**src/rtl/q2_panel_pkg.sv**
```systemverilog
// Shared constants for the q2 front-panel driver: command op encodings, FSM
// state encodings and small decode helpers used by the driver and its bench.
package q2_panel_pkg;

   typedef enum logic [1:0] {
      OP_DEP   = 2'd0,
      OP_INCP  = 2'd1,
      OP_START = 2'd2,
      OP_STOP  = 2'd3
   } op_e;

   typedef enum logic [2:0] {
      ST_IDLE     = 3'd0,
      ST_SETUP    = 3'd1,
      ST_PULSE    = 3'd2,
      ST_HOLD     = 3'd3,
      ST_WAIT_RUN = 3'd4,
      ST_RESP     = 3'd5
   } state_e;

   // One-hot switch select, bit order {stop, start, incp, dep}.
   function automatic logic [3:0] pulse_sel(input op_e op);
      return 4'b0001 << op;
   endfunction

   function automatic logic is_run_op(input op_e op);
      return (op == OP_START) || (op == OP_STOP);
   endfunction

endpackage

```
**src/rtl/q2_panel_timer.sv**
```systemverilog
// Loadable down-counter shared by every timed state of the panel driver;
// expired_o is high while the count sits at zero.
module q2_panel_timer #(
   parameter int W = 8
) (
   input  logic         clk_i,
   input  logic         rst_ni,
   input  logic         load_i,
   input  logic [W-1:0] load_val_i,
   output logic         expired_o
);

   logic [W-1:0] cnt_q, cnt_d;

   always_comb begin
      cnt_d = cnt_q;
      if (load_i) begin
         cnt_d = load_val_i;
      end else if (cnt_q != '0) begin
         cnt_d = cnt_q - W'(1);
      end
   end

   always_ff @(posedge clk_i or negedge rst_ni) begin
      if (!rst_ni) begin
         cnt_q <= '0;
      end else begin
         cnt_q <= cnt_d;
      end
   end

   assign expired_o = (cnt_q == '0);

endmodule

```
**src/rtl/q2_panel_driver.sv**
```systemverilog
// Front-panel sequencer: turns valid/ready commands into timed switch
// activity on the q2 panel inputs and confirms START/STOP via run.
module q2_panel_driver
   import q2_panel_pkg::*;
#(
   parameter int SETTLE_CYCLES = 16,
   parameter int PULSE_CYCLES  = 16,
   parameter int RUN_TIMEOUT   = 1024
) (
   input  logic        clk,
   input  logic        rst,
   input  logic        cmd_valid,
   output logic        cmd_ready,
   input  logic [1:0]  cmd_op,
   input  logic [11:0] cmd_data,
   input  logic        run,
   output logic [11:0] sw,
   output logic        dep_sw,
   output logic        incp_sw,
   output logic        start_sw,
   output logic        stop_sw,
   output logic        resp_valid,
   output logic        resp_err
);

   localparam int MAX_SP  = (SETTLE_CYCLES > PULSE_CYCLES) ? SETTLE_CYCLES : PULSE_CYCLES;
   localparam int MAX_CNT = (MAX_SP > RUN_TIMEOUT) ? MAX_SP : RUN_TIMEOUT;
   localparam int CNT_W   = $clog2(MAX_CNT) + 1;

   // Loading N-1 makes expired land on the Nth cycle of the state; the run
   // wait gets RUN_TIMEOUT cycles after its first (already-satisfied) check.
   localparam logic [CNT_W-1:0] SETTLE_LD = CNT_W'(SETTLE_CYCLES - 1);
   localparam logic [CNT_W-1:0] PULSE_LD  = CNT_W'(PULSE_CYCLES - 1);
   localparam logic [CNT_W-1:0] RUN_LD    = CNT_W'(RUN_TIMEOUT);

   state_e             state_q, state_d;
   op_e                op_q, op_d;
   logic [11:0]        sw_q, sw_d;
   logic               err_q, err_d;
   logic               tmr_load;
   logic [CNT_W-1:0]   tmr_val;
   logic               tmr_expired;
   logic               run_ok;
   logic [3:0]         pulse;

   q2_panel_timer #(.W(CNT_W)) u_timer (
      .clk_i      (clk),
      .rst_ni     (rst),
      .load_i     (tmr_load),
      .load_val_i (tmr_val),
      .expired_o  (tmr_expired)
   );

   assign run_ok = (op_q == OP_START) ? run : !run;

   always_comb begin
      state_d  = state_q;
      op_d     = op_q;
      sw_d     = sw_q;
      err_d    = err_q;
      tmr_load = 1'b0;
      tmr_val  = '0;
      case (state_q)
         ST_IDLE: begin
            if (cmd_valid) begin
               op_d = op_e'(cmd_op);
               if (op_e'(cmd_op) == OP_DEP) sw_d = cmd_data;
               err_d    = 1'b0;
               tmr_load = 1'b1;
               tmr_val  = SETTLE_LD;
               state_d  = ST_SETUP;
            end
         end
         ST_SETUP: begin
            if (tmr_expired) begin
               tmr_load = 1'b1;
               tmr_val  = PULSE_LD;
               state_d  = ST_PULSE;
            end
         end
         ST_PULSE: begin
            if (tmr_expired) begin
               tmr_load = 1'b1;
               tmr_val  = SETTLE_LD;
               state_d  = ST_HOLD;
            end
         end
         ST_HOLD: begin
            if (tmr_expired) begin
               if (is_run_op(op_q)) begin
                  tmr_load = 1'b1;
                  tmr_val  = RUN_LD;
                  state_d  = ST_WAIT_RUN;
               end else begin
                  state_d = ST_RESP;
               end
            end
         end
         ST_WAIT_RUN: begin
            if (run_ok) begin
               state_d = ST_RESP;
            end else if (tmr_expired) begin
               err_d   = 1'b1;
               state_d = ST_RESP;
            end
         end
         ST_RESP:  state_d = ST_IDLE;
         default:  state_d = ST_IDLE;
      endcase
   end

   always_ff @(posedge clk or negedge rst) begin
      if (!rst) begin
         state_q <= ST_IDLE;
         op_q    <= OP_DEP;
         sw_q    <= '0;
         err_q   <= 1'b0;
      end else begin
         state_q <= state_d;
         op_q    <= op_d;
         sw_q    <= sw_d;
         err_q   <= err_d;
      end
   end

   // Outputs decode straight from registered state so reset clears them at once.
   assign pulse      = (state_q == ST_PULSE) ? pulse_sel(op_q) : 4'b0000;
   assign dep_sw     = pulse[0];
   assign incp_sw    = pulse[1];
   assign start_sw   = pulse[2];
   assign stop_sw    = pulse[3];
   assign sw         = sw_q;
   assign cmd_ready  = (state_q == ST_IDLE);
   assign resp_valid = (state_q == ST_RESP);
   assign resp_err   = (state_q == ST_RESP) && err_q;

endmodule

```
**config.mk**
```make
export PLATFORM = sky130hd
export DESIGN_NAME = q2_panel_driver
export DESIGN_NICKNAME = d
export VERILOG_FILES = /design/src/rtl/q2_panel_pkg.sv /design/src/rtl/q2_panel_timer.sv /design/src/rtl/q2_panel_driver.sv
export SDC_FILE = /design/constraint.sdc
export NUM_CORES = 1
export LEC_CHECK = 0
export ABC_CLOCK_PERIOD_IN_PS = 4680
export CAP_MARGIN = 30
export CORE_ASPECT_RATIO = 1.4
export CORE_MARGIN = 2
export CORE_UTILIZATION = 45
export CTS_BUF_LIST = sky130_fd_sc_hd__clkbuf_4 sky130_fd_sc_hd__clkbuf_8
export CTS_CLUSTER_DIAMETER = 60
export DETAILED_ROUTE_END_ITERATION = 10
export PLACE_DENSITY = 0.74
export SYNTH_ARGS = -nofsm -noshare
export SYNTH_HDL_FRONTEND = slang
export SYNTH_HIERARCHICAL = 1
export SYNTH_SLANG_ARGS = --single-unit
```
**constraint.sdc**
```tcl
create_clock -name clk -period 4.68 [get_ports clk]
set_input_delay 0.468 -clock clk [delete_from_list [all_inputs] [get_ports clk]]
set_output_delay 0.468 -clock clk [all_outputs]
set_load 0.005 [all_outputs]
```
==> impl_metrics.tcl, run 1 <==
set metrics [dict create \
    routedWlPerCell_um 14.3 \
    hp-start "sw[4]$_DFFE_PN0P_" \
    crit_required_ns 4.84 \
    startpoint "u_timer/cnt_q[3]$_DFFE_PN0P_" \
    fin_tns_setup_ns 0 \
    synthAdderAreaFrac_pct 0.818 \
    p_seq_share_pct 41.6 \
    hp-class "flip-flop to flip-flop" \
    switchingPower_uw 366 \
    drtAntennaViolNets 0 \
    num_vias 1167 \
    grt_pass1_vias 1201 \
    m1WireLength_mm 1.28 \
    status "finished clean" \
    synthSimpleGateAreaFrac_pct 19.0 \
    synth.distinct_cells 40 \
    crit_type "flip-flop to flip-flop" \
    crit-reg2reg-launch "u_timer/cnt_q[3]$_DFFE_PN0P_" \
    wl_met3_um 140 \
    vdd_ir_drop_max_uv 362 \
    detail_route.iter0.violations 19 \
    holdBufCountCts 0 \
    slowest_stage "or4_4" \
    crit_buf_inv 0 \
    path_max_fanout 21 \
    highest_layer "met4" \
    internal_power_uw 748 \
    synth.most_common_cell "dfrtp_1" \
    power_frac_comb_pct 40.3 \
    antenna_found_initial 0 \
    synthXorXnorAreaFrac_pct 4.58 \
    path_clk_slew_ns 0.07 \
    synth_top_family_by_area "simple AND/OR/NAND/NOR gates" \
    netlist_top_cells_area "dfrtp_1 (47%), mux2_4 (9.8%), mux2_2 (3.7%)" \
    drc 0 \
    yosysSeqAreaShare_pct 47.4 \
    syn_inst 137 \
    syn_to_final_growth_pct 31.6 \
    power.leakage_nw 0.867 \
    grt.overflow.total 0 \
    viasPerCell 5.28 \
    netlist.area_leader.share_pct 47.4 \
    finalHoldViolCount 0 \
    firstDrtPassIters 4 \
    stdcell_area_um2 2010 \
    drv_cap 0 \
    crit_path_end_kind "flip-flop" \
    synth_edf_count 0 \
    synthFlopType "dfrtp_1" \
    synthArstFlopShare_pct 100 \
    dieArea_um2 3890 \
    start_kind "flip-flop" \
    clk_latency_ns 0.28 \
    cts_sinks 29 \
    rows 25 \
    slowest_delay_ns 0.56 \
    max_freq_mhz 320 \
    ioPinCount 37 \
    final_max_slew_viol_count 0 \
    initial_core_util_pct 46.2 \
    numPortBuffers 36 \
    crit_chain "or4_4, nor3_4, nand2_1, a21o_1, a21oi_1, or2_2, nor3b_1, a221o_1" \
    maxSlewHeadroom_pct 63.2 \
    cellPowerDensity_nw_per_um2 553 \
    dp.final_hpwl_mm 2.31 \
    fp.dieH_um 73 \
    ys_top_cells_by_count "dfrtp_1 (29), nand2_1 (14), mux2_4 (10)" \
    insertedDiodeCount 0 \
    finClkSkew_ns 0.00576 \
    die_w_um 53.3 \
    ctsResizeCount 0 \
    crit_family "simple AND/OR/NAND/NOR gates" \
    tightest_slew_ns 0.550 \
    post-route-min-period_ns 3.12 \
    post_cts.repair.setup_buffers 0 \
    synth_seq_cells 29 \
    synth_compound_area_share_pct 10.5 \
    root_buffer "clkbuf_8" \
    drive_gt1_share_pct 17.1 \
    synth_area_per_cell_um2 11.2 \
    place.gp.congestion 0.778 \
    rsz0062_at_grt "no" \
    drt_wl_total_mm 3.16 \
    grt_pass1_wl_mm 5.28 \
    power_frac_clock_pct 18.1 \
    cts_max_level 2 \
    core_um2 3320 \
    yosys.area.top_type "dfrtp_1" \
    arrival_ns 3.28 \
    cts_buffers 5 \
    period_share_pct 66.7 \
    clk_path_buf_depth 2 \
    cts_tree "done" \
    yosys_warnings 6 \
    synthesis.area_um2 1530 \
    grt_max_degree 30 \
    wl_met2_mm 1.71 \
    place_area_um2 1930 \
    synthMuxAreaShare_pct 14.2 \
    swShare_pct 32.8 \
    final_net_count 199 \
    grt.total_usage_pct 18.6 \
    setup_violations 0 \
]
==> per-layer routing <==
layer / up-vias / global-route usage (%)
li1: 566 / -
met1: 567 / 22.2
met2: 30 / 31.1
met3: 4 / 4.71
met4: 0 / 7.69
met5: - / 0
==> power groups by stage <==
stage	Combinational [mW]	Sequential (mW)	Clock (mW)
floorplan	0.300	0.439	0
global placement	0.437	0.457	0
detailed placement	0.452	0.467	0
CTS	0.455	0.463	0.210
global route	0.496	0.478	0.216
finish	0.449	0.463	0.202
==> path summary, 6_finish.rpt <==
kind	to	slack, ns	depth (start not counted)
min in group asynchronous	u_timer/cnt_q[2]$_DFFE_PN0P_	0.57	2
max	u_timer/cnt_q[8]$_DFFE_PN0P_	1.56	8
max in group asynchronous	op_q[1]$_DFFE_PN0P_	3.83	2
min reg2reg	sw[4]$_DFFE_PN0P_	0.51	1
max reg2reg	u_timer/cnt_q[8]$_DFFE_PN0P_	1.56	8
min	sw[4]$_DFFE_PN0P_	0.51	1
==> flip-flops by register name, indices dropped and copies added, names as in the netlist <==
| signal | cells |
|---|---|
| op_q | 2 |
| state_q | 3 |
| err_q | 1 |
| sw | 12 |
| u_timer/cnt_q | 11 |
==> layout by cell type, fill, tap and decap left out, drive strengths merged, types with 3 or more instances in the layout <==
cell / synthesis / layout
xnor2: 6 / 6
nor2: 9 / 9
nand2: 15 / 15
mux2: 16 / 16
clkbuf: 3 / 6
nor3b: 3 / 3
conb: 1 / 6
dfrtp: 29 / 29
a22o: 3 / 3
nor2b: 3 / 3
nand2b: 3 / 3
nor3: 8 / 8
o21ai: 6 / 6
clkdlybuf4s50: 0 / 36
inv: 3 / 3
==> final cells by class <==
class	count	area, um2
inverters	3	11.3
flip-flops and latches	29	726
fillers	287	1300
multi-input cells	104	773
repair buffers	37	368
clock inverters	2	10.0
well taps	40	50.0
clock buffers	6	76.3
==> cell families after synthesis <==
group | Yosys count
AO/OA/AOI/OAI | 22
multiplexers | 16
other | 1
AND/OR/NAND/NOR | 51
adder cells (fa/ha/maj) | 1
flip-flops | 29
XOR/XNOR | 8
buffers and inverters | 9
==> stage by stage <==
step	util, %	hold slack, ns	instances	power, mW	worst slack, ns
2_1_floorplan	-	0.172	142	0.740	1.83
4_1_cts	60.8	0.512	221	1.13	1.61
6_report	60.8	0.509	221	1.11	1.56
3_5_place_dp	58.2	0.492	213	0.918	1.63
3_3_place_gp	58.2	0.491	213	0.894	1.77
5_1_grt	60.8	0.533	221	1.19	1.34
Power figures use the tool's default switching activity.
==> inputs of run 2 (changes only) <==
--- a/config.mk
+++ b/config.mk
@@ -5,7 +5,7 @@
 export SDC_FILE = /design/constraint.sdc
 export NUM_CORES = 1
 export LEC_CHECK = 0
-export ABC_CLOCK_PERIOD_IN_PS = 4680
+export ABC_CLOCK_PERIOD_IN_PS = 2950
 export CAP_MARGIN = 30
 export CORE_ASPECT_RATIO = 1.4
 export CORE_MARGIN = 2
==> constraint.sdc (replaced) <==
create_clock -name clk -period 2.95 [get_ports clk]
set_input_delay 0.295 -clock clk [delete_from_list [all_inputs] [get_ports clk]]
set_output_delay 0.295 -clock clk [all_outputs]
set_load 0.005 [all_outputs]
==> run 2 against run 1 <==
  * Wire length up 0.41%
  * Power up 63%
  * Worst hold slack worse by 0.12 ns
  * Critical path depth unchanged
  * Die area unchanged
  * Via count up 3.1%
  * Sequential cell count unchanged
  * Critical endpoint unchanged
  * Largest cell class unchanged
==> impl_metrics.tcl, run 2 (synthesis gave the netlist of run 1 again) <==
set metrics [dict create \
    vdd_ir_drop_max_uv 549 \
    setup_violations 0 \
    maxSlewHeadroom_pct 62.5 \
    num_vias 1203 \
    routedWlPerCell_um 14.2 \
    syn_to_final_growth_pct 33.6 \
    clk_latency_ns 0.28 \
    rsz0062_at_grt "no" \
    grt_max_degree 30 \
    crit_type "flip-flop to flip-flop" \
    place.gp.congestion 0.855 \
    insertedDiodeCount 0 \
    power.leakage_nw 0.884 \
    core_um2 3320 \
    dp.final_hpwl_mm 2.28 \
    clk_path_buf_depth 2 \
    grt.total_usage_pct 19.0 \
    cts_max_level 2 \
    cts_tree "done" \
    viasPerCell 5.39 \
    post_cts.repair.setup_buffers 0 \
    period_share_pct 91.5 \
    max_freq_mhz 370 \
    finClkSkew_ns 0.00357 \
    detail_route.iter0.violations 22 \
    firstDrtPassIters 4 \
    path_clk_slew_ns 0.06 \
    initial_core_util_pct 46.2 \
    cts_sinks 29 \
    drtAntennaViolNets 0 \
    fin_tns_setup_ns 0 \
    arrival_ns 2.86 \
    largest_reg_flops 12 \
    timing.hold.ws_ns 0.392 \
    layout_common_cells "clkdlybuf4s50_1 (36), dfrtp_1 (29), nand2_1 (14)" \
    crit_required_ns 3.11 \
    tightest_slew_ns 0.558 \
    final_net_count 201 \
    numPortBuffers 36 \
    stdcell_area_um2 2040 \
    die_w_um 53.3 \
    drt_wl_total_mm 3.18 \
    drv_cap 0 \
    cts_buffers 5 \
    final_max_slew_viol_count 0 \
    holdBufCountCts 0 \
    grt.overflow.total 0 \
    root_buffer "clkbuf_8" \
    ioPinCount 37 \
    rows 25 \
    final_common_cell "clkdlybuf4s50_1" \
    fin_util_pct 61.7 \
    crit_path_end_kind "flip-flop" \
    dieArea_um2 3890 \
    fp.dieH_um 73 \
    path_max_fanout 21 \
    drive_gt1_share_pct 18.0 \
    grt_pass1_wl_mm 5.33 \
    place_area_um2 1940 \
    ctsResizeCount 0 \
    grt_pass1_vias 1217 \
    cellPowerDensity_nw_per_um2 886 \
    status "finished clean" \
    post-route-min-period_ns 2.70 \
    drc 0 \
    antenna_found_initial 0 \
    finalHoldViolCount 0 \
    start_kind "flip-flop" \
    hp-class "input pin to async pin" \
]
-- run 2: path summary, 6_finish.rpt --
check / from / to / slack, ns / depth (start not counted)
worst max-delay path: u_timer/cnt_q[3]$_DFFE_PN0P_ / u_timer/cnt_q[8]$_DFFE_PN0P_ / 0.25 / 8
worst min-delay path: rst / u_timer/cnt_q[1]$_DFFE_PN0P_ / 0.39 / 2
worst max register to register: u_timer/cnt_q[3]$_DFFE_PN0P_ / u_timer/cnt_q[8]$_DFFE_PN0P_ / 0.25 / 8
worst min register to register: sw[2]$_DFFE_PN0P_ / sw[2]$_DFFE_PN0P_ / 0.51 / 1
max in group asynchronous: rst / sw[7]$_DFFE_PN0P_ / 2.28 / 2
min in group clk: sw[2]$_DFFE_PN0P_ / sw[2]$_DFFE_PN0P_ / 0.51 / 1
-- run 2: through the flow --
step,setup WS [ns],instances,power (mW)
final,0.250,223,1.81
after global routing,0.0736,223,1.94
after detailed placement,0.271,215,1.45
after CTS,0.251,223,1.83
after global placement,0.341,215,1.42
after floorplan,0.101,142,1.17
-- run 2: cell type report --
| class | count | area, um2 |
|---|---|---|
| clock buffers | 7 | 96.3 |
| flip-flops and latches | 29 | 726 |
| multi-input cells | 104 | 773 |
| inverters | 3 | 11.3 |
| fillers | 307 | 1270 |
| well taps | 40 | 50.0 |
| repair buffers | 39 | 383 |
| clock inverters | 1 | 5.00 |
-- run 2: power by group --
| part | leakage, nW | switching (mW) | internal (mW) |
|---|---|---|---|
| sequential | 0.362 | 0.171 | 0.568 |
| clock | 0.0542 | 0.152 | 0.211 |
| combinational | 0.468 | 0.262 | 0.449 |
-- run 2: worst max-delay path, cell delays in order (launching register included) --
cell,delay [ns]
dfrtp_1,0.43
or4_4,0.56
nor3_4,0.34
nand2_1,0.14
a21o_1,0.18
a21oi_1,0.15
or2_2,0.36
nor3b_1,0.09
a221o_1,0.33
-- run 2: metal layers --
layer  global-route usage [%]  routed length [um]  up-vias
met3                     5.33                 131        8
met5                        0                   0        -
met1                     21.5                1280      589
met4                     8.83                  63        0
met2                     32.1                1710       34
li1                         -                   -      572
